<file path="config.mk">
export PLATFORM = sky130hd
export DESIGN_NAME = wire_event_capture
export DESIGN_NICKNAME = d
export VERILOG_FILES = /design/src/rtl/wire_event_capture.sv
export SDC_FILE = /design/constraint.sdc
export NUM_CORES = 1
export LEC_CHECK = 0
export CAP_MARGIN = 20
export CORE_UTILIZATION = 65
export CTS_BUF_LIST = sky130_fd_sc_hd__clkbuf_8 sky130_fd_sc_hd__clkbuf_16
export DETAILED_ROUTE_END_ITERATION = 10
export PLACE_DENSITY = 0.89
export SETUP_SLACK_MARGIN = 0.4
export SLEW_MARGIN = 20
export SYNTH_ARGS = -nofsm -noshare
export SYNTH_HDL_FRONTEND = slang
export SYNTH_SLANG_ARGS = --single-unit
</file>
<file path="constraint.sdc">
create_clock -name clk -period 6.4 [get_ports clk]
set_input_delay 0.64 -clock clk [delete_from_list [all_inputs] [get_ports clk]]
set_output_delay 0.64 -clock clk [all_outputs]
set_load 0.05 [all_outputs]
</file>
<file path="src/rtl/wire_event_capture.sv">
// wire_event_capture: synchronizes an asynchronous wire bus, timestamps every
// change with a free-running counter and queues event records in a
// first-word-fall-through FIFO read out over a valid/ready handshake.
// Records that arrive while the FIFO is full are dropped. Each drop sets a
// sticky overflow flag and increments a saturating drop counter.
module wire_event_capture #(
    parameter int WIRE_W     = 8,
    parameter int TS_W       = 16,
    parameter int FIFO_DEPTH = 8
) (
    input  logic                          clk,
    input  logic                          rstn,
    input  logic                          enable,
    input  logic [WIRE_W-1:0]             d_bus,
    input  logic                          clr_ovf,
    output logic                          ev_valid,
    input  logic                          ev_ready,
    output logic [1:0]                    ev_kind,
    output logic [WIRE_W-1:0]             ev_data,
    output logic [TS_W-1:0]               ev_ts,
    output logic [$clog2(FIFO_DEPTH):0]   fifo_level,
    output logic                          overflow,
    output logic [7:0]                    drop_cnt
);

    localparam int AW    = $clog2(FIFO_DEPTH);
    localparam int REC_W = 2 + WIRE_W + TS_W;

    localparam logic [AW:0] FULL_LEVEL  = (AW + 1)'(FIFO_DEPTH);
    localparam logic [1:0]  KIND_SNAP   = 2'd0;
    localparam logic [1:0]  KIND_CHANGE = 2'd1;
    localparam logic [1:0]  KIND_WRAP   = 2'd2;

    typedef enum logic [1:0] {
        IDLE = 2'd0,
        SNAP = 2'd1,
        RUN  = 2'd2
    } state_t;

    state_t              state_q, state_d;

    logic [WIRE_W-1:0]   s1_q, s2_q;
    logic [WIRE_W-1:0]   prev_q, prev_d;
    logic [TS_W-1:0]     ts_q, ts_d;
    logic                wrap_pend_q, wrap_pend_d;

    logic                push_req;
    logic [1:0]          push_kind;
    logic [WIRE_W-1:0]   push_data;
    logic [TS_W-1:0]     push_ts;

    logic [REC_W-1:0]    mem_q [FIFO_DEPTH];
    logic [AW-1:0]       wr_ptr_q, wr_ptr_d;
    logic [AW-1:0]       rd_ptr_q, rd_ptr_d;
    logic [AW:0]         count_q, count_d;
    logic                overflow_q, overflow_d;
    logic [7:0]          drop_cnt_q, drop_cnt_d;
    logic [7:0]          drop_base;

    logic                fifo_empty, fifo_full;
    logic                pop, push_ok, drop;
    logic [REC_W-1:0]    head_rec;

    // Two-flop synchronizer bringing the raw wires into the clk domain.
    always_ff @(posedge clk or negedge rstn) begin
        if (!rstn) begin
            s1_q <= '0;
            s2_q <= '0;
        end else begin
            s1_q <= d_bus;
            s2_q <= s1_q;
        end
    end

    // Capture state register together with the datapath it governs.
    always_ff @(posedge clk or negedge rstn) begin
        if (!rstn) begin
            state_q     <= IDLE;
            prev_q      <= '0;
            ts_q        <= '0;
            wrap_pend_q <= 1'b0;
        end else begin
            state_q     <= state_d;
            prev_q      <= prev_d;
            ts_q        <= ts_d;
            wrap_pend_q <= wrap_pend_d;
        end
    end

    // Next-state logic: every arming passes through a one-cycle snapshot.
    always_comb begin
        state_d = state_q;
        case (state_q)
            IDLE:    state_d = enable ? SNAP : IDLE;
            SNAP:    state_d = RUN;
            RUN:     state_d = enable ? RUN : IDLE;
            default: state_d = IDLE;
        endcase
    end

    // Record generation: the snapshot, then changes, which take priority over a pending wrap marker.
    always_comb begin
        push_req    = 1'b0;
        push_kind   = KIND_SNAP;
        push_data   = s2_q;
        push_ts     = '0;
        prev_d      = prev_q;
        ts_d        = ts_q;
        wrap_pend_d = wrap_pend_q;
        case (state_q)
            IDLE: begin
                ts_d        = '0;
                wrap_pend_d = 1'b0;
            end
            SNAP: begin
                push_req    = 1'b1;
                push_kind   = KIND_SNAP;
                push_data   = s2_q;
                push_ts     = '0;
                prev_d      = s2_q;
                ts_d        = TS_W'(1);
                wrap_pend_d = 1'b0;
            end
            RUN: begin
                if (!enable) begin
                    ts_d        = '0;
                    wrap_pend_d = 1'b0;
                end else begin
                    ts_d = ts_q + TS_W'(1);
                    if (s2_q != prev_q) begin
                        push_req  = 1'b1;
                        push_kind = KIND_CHANGE;
                        push_data = s2_q;
                        push_ts   = ts_q;
                        prev_d    = s2_q;
                    end else if (wrap_pend_q) begin
                        push_req    = 1'b1;
                        push_kind   = KIND_WRAP;
                        push_data   = prev_q;
                        push_ts     = '0;
                        wrap_pend_d = 1'b0;
                    end
                    if (ts_q == '1) begin
                        wrap_pend_d = 1'b1;
                    end
                end
            end
            default: begin
                ts_d        = '0;
                wrap_pend_d = 1'b0;
            end
        endcase
    end

    // FIFO bookkeeping: a pop frees room for a push in the same cycle, so only a full FIFO with no pop drops.
    always_comb begin
        fifo_empty = (count_q == '0);
        fifo_full  = (count_q == FULL_LEVEL);
        pop        = !fifo_empty && ev_ready;
        push_ok    = push_req && (!fifo_full || pop);
        drop       = push_req && fifo_full && !pop;

        wr_ptr_d = push_ok ? wr_ptr_q + AW'(1) : wr_ptr_q;
        rd_ptr_d = pop     ? rd_ptr_q + AW'(1) : rd_ptr_q;

        count_d = count_q;
        if (push_ok && !pop) begin
            count_d = count_q + (AW + 1)'(1);
        end else if (pop && !push_ok) begin
            count_d = count_q - (AW + 1)'(1);
        end

        overflow_d = clr_ovf ? 1'b0 : overflow_q;
        drop_base  = clr_ovf ? 8'd0 : drop_cnt_q;
        drop_cnt_d = drop_base;
        if (drop) begin
            overflow_d = 1'b1;
            drop_cnt_d = (drop_base == 8'hFF) ? 8'hFF : drop_base + 8'd1;
        end
    end

    // FIFO pointers, level and overflow status registers.
    always_ff @(posedge clk or negedge rstn) begin
        if (!rstn) begin
            wr_ptr_q   <= '0;
            rd_ptr_q   <= '0;
            count_q    <= '0;
            overflow_q <= 1'b0;
            drop_cnt_q <= '0;
        end else begin
            wr_ptr_q   <= wr_ptr_d;
            rd_ptr_q   <= rd_ptr_d;
            count_q    <= count_d;
            overflow_q <= overflow_d;
            drop_cnt_q <= drop_cnt_d;
        end
    end

    // Record storage, written only when the push is accepted.
    always_ff @(posedge clk or negedge rstn) begin
        if (!rstn) begin
            for (int i = 0; i < FIFO_DEPTH; i++) begin
                mem_q[i] <= '0;
            end
        end else if (push_ok) begin
            mem_q[wr_ptr_q] <= {push_kind, push_data, push_ts};
        end
    end

    // Head record fields read straight out of storage (fall-through) and zeroed while empty.
    always_comb begin
        head_rec   = fifo_empty ? '0 : mem_q[rd_ptr_q];
        ev_valid   = !fifo_empty;
        ev_kind    = head_rec[REC_W-1 -: 2];
        ev_data    = head_rec[TS_W +: WIRE_W];
        ev_ts      = head_rec[TS_W-1:0];
        fifo_level = count_q;
        overflow   = overflow_q;
        drop_cnt   = drop_cnt_q;
    end

endmodule

</file>
[Word-level counts from Yosys, hierarchy flattened]
Index checks and enable logic that the tools add are counted.
Word-level totals
  word-level logic and storage cells: 98
  memories: 0
  bits in latches: 0
  bits of input ports: 13
  flip-flop bits (word level): 270
  ROM bits: 0
  RAM bits: 0
  output and inout bits: 40
Operators by class
  eq/ne operators: 9
  muxes and demuxes: 41
  add/sub/neg operators: 6
  div/mod/pow operators: 0
  bitwise operators: 2
  magnitude comparators: 3
  multiply operators: 0
  reduce and logical (&&, ||, !) cells: 18
  shift operators: 0
Operator list (count)
  $bwmux W208: 1
  $mux W26: 4
  $bmux W26 S3: 1
  $demux W26 S3: 1
  $mux W8: 9
  $mux W16: 4
  $pmux W16 S2: 1
  $add A16 B1 Y16 const B: 1
  $eq A16 B16 Y1 const B: 1
  $pmux W8 S2: 1
  $mux W1: 10
  $mux W2: 5
  $add A8 B1 Y8 const B: 1
  $eq A8 B8 Y1 const B: 1
  $ge A4 B4 Y1 const B: 2
  $mux W4: 2
  $ne A8 B8 Y1: 1
  $not A3 Y4: 2
  $logic_and A1 B1 Y1: 7
  $add A3 B1 Y3 const B: 2
  $pmux W2 S3: 1
  $reduce_bool A2 Y1: 3
  $add A4 B1 Y4 const B: 1
  $eq A4 B4 Y1 const B: 1
  other kinds (12): 16

[Logic depth before layout (Yosys ltp)]
  depth after elaboration: 9
  gate-level depth with buffers: 15
  gate-level depth less buffers: 14

[Worst setup path after synthesis]
No wires, ideal clock.
  kind: reg2reg
  start: reg count_q[2] (netlist: fifo_level[2])
  end: reg count_q[3] (netlist: fifo_level[3])
  setup slack: 2.921 ns
  cell stages (with the launch flop): 12
  buffers on the path: 0
  required time: 6.254 ns
  data arrival time: 3.333 ns
  library setup time: 0.146 ns
  cell sequence: dfrtp_1 nor4_1 inv_1 nand2_1 ha_1 inv_1 ha_1 a21o_1 a21oi_1 xnor2_1 nor2_1 xor2_1
On the way
  cells in the longest elaborated chain, start to end: 8
  elaborated cells between the ends (all ways): 16
Ends and longest elaborated chain
  from (decl): line 55  | logic [AW:0] count_q, count_d;
  from (signal assigned): line 193  | count_q <= count_d;
  $logic_not A4 Y1 (*): line 157  | fifo_empty = (count_q == '0);
  $logic_not A1 Y1 (*)
  named net ev_valid: line 16  | output logic ev_valid,
  $logic_and A1 B1 Y1 (*): line 159  | pop = !fifo_empty && ev_ready;
  $logic_or A1 B1 Y1: line 160  | push_ok = push_req && (!fifo_full || pop);
  $logic_and A1 B1 Y1: line 160
  $logic_not A1 Y1: line 169  | end else if (pop && !push_ok) begin
  $logic_and A1 B1 Y1: line 169
  $reduce_bool A2 Y1 (no line)
The timed path passes the listed nets; every way through them passes the cells marked *. The select of a mux whose other input is x is not followed.
A chain may end at the register's enable or synchronous reset.

[Final worst setup path]
  start: reg state_q[0]
  end: reg count_q[3] (netlist: fifo_level[3])
On the way
  cells in the longest elaborated chain, start to end: 6
  elaborated cells between the ends (all ways): 9
Ends and longest elaborated chain
  from (decl): line 40  | state_t state_q, state_d;
  from (signal assigned): line 83  | state_q <= state_d;
  $eq A2 B2 Y1 / $eq A2 B1 Y1 (equally long branches): line 110  | case (state_q)
  $pmux W1 S2 (*): line 110
  $logic_and A1 B1 Y1 (*): line 160
  named net push_ok: line 61  | logic pop, push_ok, drop;
  $logic_not A1 Y1: line 169
  $logic_and A1 B1 Y1: line 169
  $reduce_bool A2 Y1 (no line)
The timed path passes the listed nets; every way through them passes the cells marked *.

==> out/metrics.yaml <==
outcome: "finished with violations"
violations: "design-rule violations"
crit_type: "reg2reg"
crit_fanout: 26
timing.reg2reg.setup_slack_ps: 2440
cap_violations: 0
netlist_area_um2: 12100
syn_nets: 1026
n_fill_cell: 1055
dr_total_vias: 8083
grt_pass1_vias: 8461
synthCells: 1001
synth-warning-count: 0
synthToLayoutAreaGrowth_pct: 12.8
min_path_type: "in2async"
fin_crit_ps: 3960
antenna_found_initial: 0
cts_tree: "done"
synth_largest_area_cell: "dfrtp_1"
insertion_delay_ps: 540
synth.yosys.seq_area_share_pct: 55.9
diodes: 0
numCtsBuffers: 28
holdBufCountCts: 0
postCtsResizedCells: 0
fp.coreArea_um2: 18100
rsz0062_at_grt: "false"
synth-edff-count: 0
r2r_cells: 14
dieArea_um2: 19100
grt_max_degree: 154
wl_per_cell_um: 20.8
grt_use_total_pct: 29.2
post-cts-setup-buffers: 0
peakVddDrop_v: 0.000468
final_cell_mix: "dfrtp_1, nand2_1, o21ai_0"
dp_cells: 1226
power_leakage_nw: 6.02
viasPerCell: 6.33
grt-ovfl-total: 0
ios: 53
final_nets: 1053
relSlewSlack_pct: 29.5
cts.clk_slew.worst_paths_ps: 60
setup_violations: 0
drt_first_pass_iters: 8
drive_above_1_share_pct: 18.9
root_buffer: "clkbuf_16"
dpl_cell_area_um2: 12700
start_util_pct: 66.8
syn_area_per_cell_um2: 12.1
drtIter0Drc: 679
rows: 49
final.period_utilization_pct: 61.8
die_height_um: 138
hold_viol_final: 0
tns_ps: 0
skew_ps: 11.8
port_buffers: 52
synthTopCellsByArea: "dfrtp_1, mux4_2, mux2_2"
gp_congestion: 0.815
fp.dieW_um: 138
synth_seq_cells: 270
design_area_um2: 13600
cts.path.max_buffers: 3
ys_async_sr_fraction_pct: 100
ys.flop_type: "dfrtp_1"
fin_cells: 1277
detail-route-antenna-nets: 0
slew_viol_final: 0
clock-sinks: 270
drc: 3
synth_cell_types: 43
power.density_nw_per_um2: 398
fmax_mhz: 253
worstSetupEndpointType: "flop"
utilization_pct: 75.3
worst_pin_slew_ps: 1060
power_w: 0.00543
cts_htree_levels: 1
cp.required_ps: 6810
synth_top_cell_area_share_pct: 55.9
worstPathArrival_ps: 4370
wl_um: 26600
grt_pass1_wl_um: 44000
hpwlAfterDp_um: 15400
cp-start-kind: "flop"
layout_commonest_cell: "dfrtp_1"
-- synth_stat cells (5+ instances only) --
master,number
clkbuf_1,24
mux2i_1,27
a21oi_1,9
nor3_1,7
mux2_2,72
xor2_1,17
mux4_2,52
nand3_1,11
ha_1,11
buf_2,34
dfrtp_1,270
nor2_1,47
xnor2_1,12
nand2_1,175
or3_1,5
nor2b_1,5
o21ai_0,153
nand4_1,7
buf_4,5
inv_1,12
-- path summary, 6_finish.rpt --
path,from,end
max in group asynchronous,rstn,mem_q[195]
min reg2reg,s1_q[2],s2_q[2]
min in group clk,s1_q[2],s2_q[2]
min,rstn,mem_q[184]
max reg2reg,state_q[0],fifo_level[3]
max,state_q[0],fifo_level[3]
-- power breakdown --
group          internal [W]  leakage [nW]  switching (W)
Combinational      0.000704          1.90       0.000861
Sequential          0.00197          3.64       0.000287
Clock              0.000950         0.478       0.000659
-- cell families after synthesis --
family / Yosys count / synth area share [%]
buffers and inverters: 79 / 3.09
adders and majority gates: 12 / 1.31
xor gates and xnor gates: 29 / 2.10
AOI/OAI and AO/OA: 182 / 8.96
muxes: 155 / 19.0
and+or+nand+nor: 274 / 9.60
DFF: 270 / 55.9
-- state kept, by name, indices dropped and copies added, names as in the netlist --
register	cells
wr_ptr_q	3
rd_ptr_q	3
drop_cnt	8
prev_q	8
wrap_pend_q	1
s2_q	8
state_q	2
mem_q	208
s1_q	8
overflow	1
fifo_level	4
ts_q	16
-- routing by layer --
layer / vias to the layer above / global-route usage, % / wire, um
li1: 3581 / - / -
met1: 4113 / 39.7 / 10800
met2: 323 / 49.1 / 13400
met3: 66 / 4.75 / 1700
met4: 0 / 8.93 / 729
met5: - / 0 / 0
-- critical path: stages, from the launching register on --
cell,delay [ps]
dfrtp_1,400
inv_1,130
ha_1,190
nand2_1,170
a21oi_4,830
nor2_1,280
nor3_1,480
ha_1,270
inv_1,90
ha_1,270
a21o_1,180
a21oi_1,180
xnor2_1,150
nor2_1,70
xor2_1,150
-- layout make-up --
| type | count | area [um^2] | area share (%) |
|---|---|---|---|
| tap | 229 | 287 | 2.10 |
| multi-input combinational | 652 | 4960 | 36.4 |
| clock buffer | 37 | 836 | 6.13 |
| clock inverter | 13 | 91.3 | 0.670 |
| inverter | 12 | 45.0 | 0.331 |
| timing repair buffer | 64 | 648 | 4.76 |
| sequential | 270 | 6760 | 49.6 |
-- stage by stage --
stage	hold slack (ps)	setup WS [ps]
finish	150	2440
global route	263	2170
CTS	201	2290
global placement	332	2230
detailed placement	335	2020
floorplan	331	2920
(Power assumes the default switching activity.)
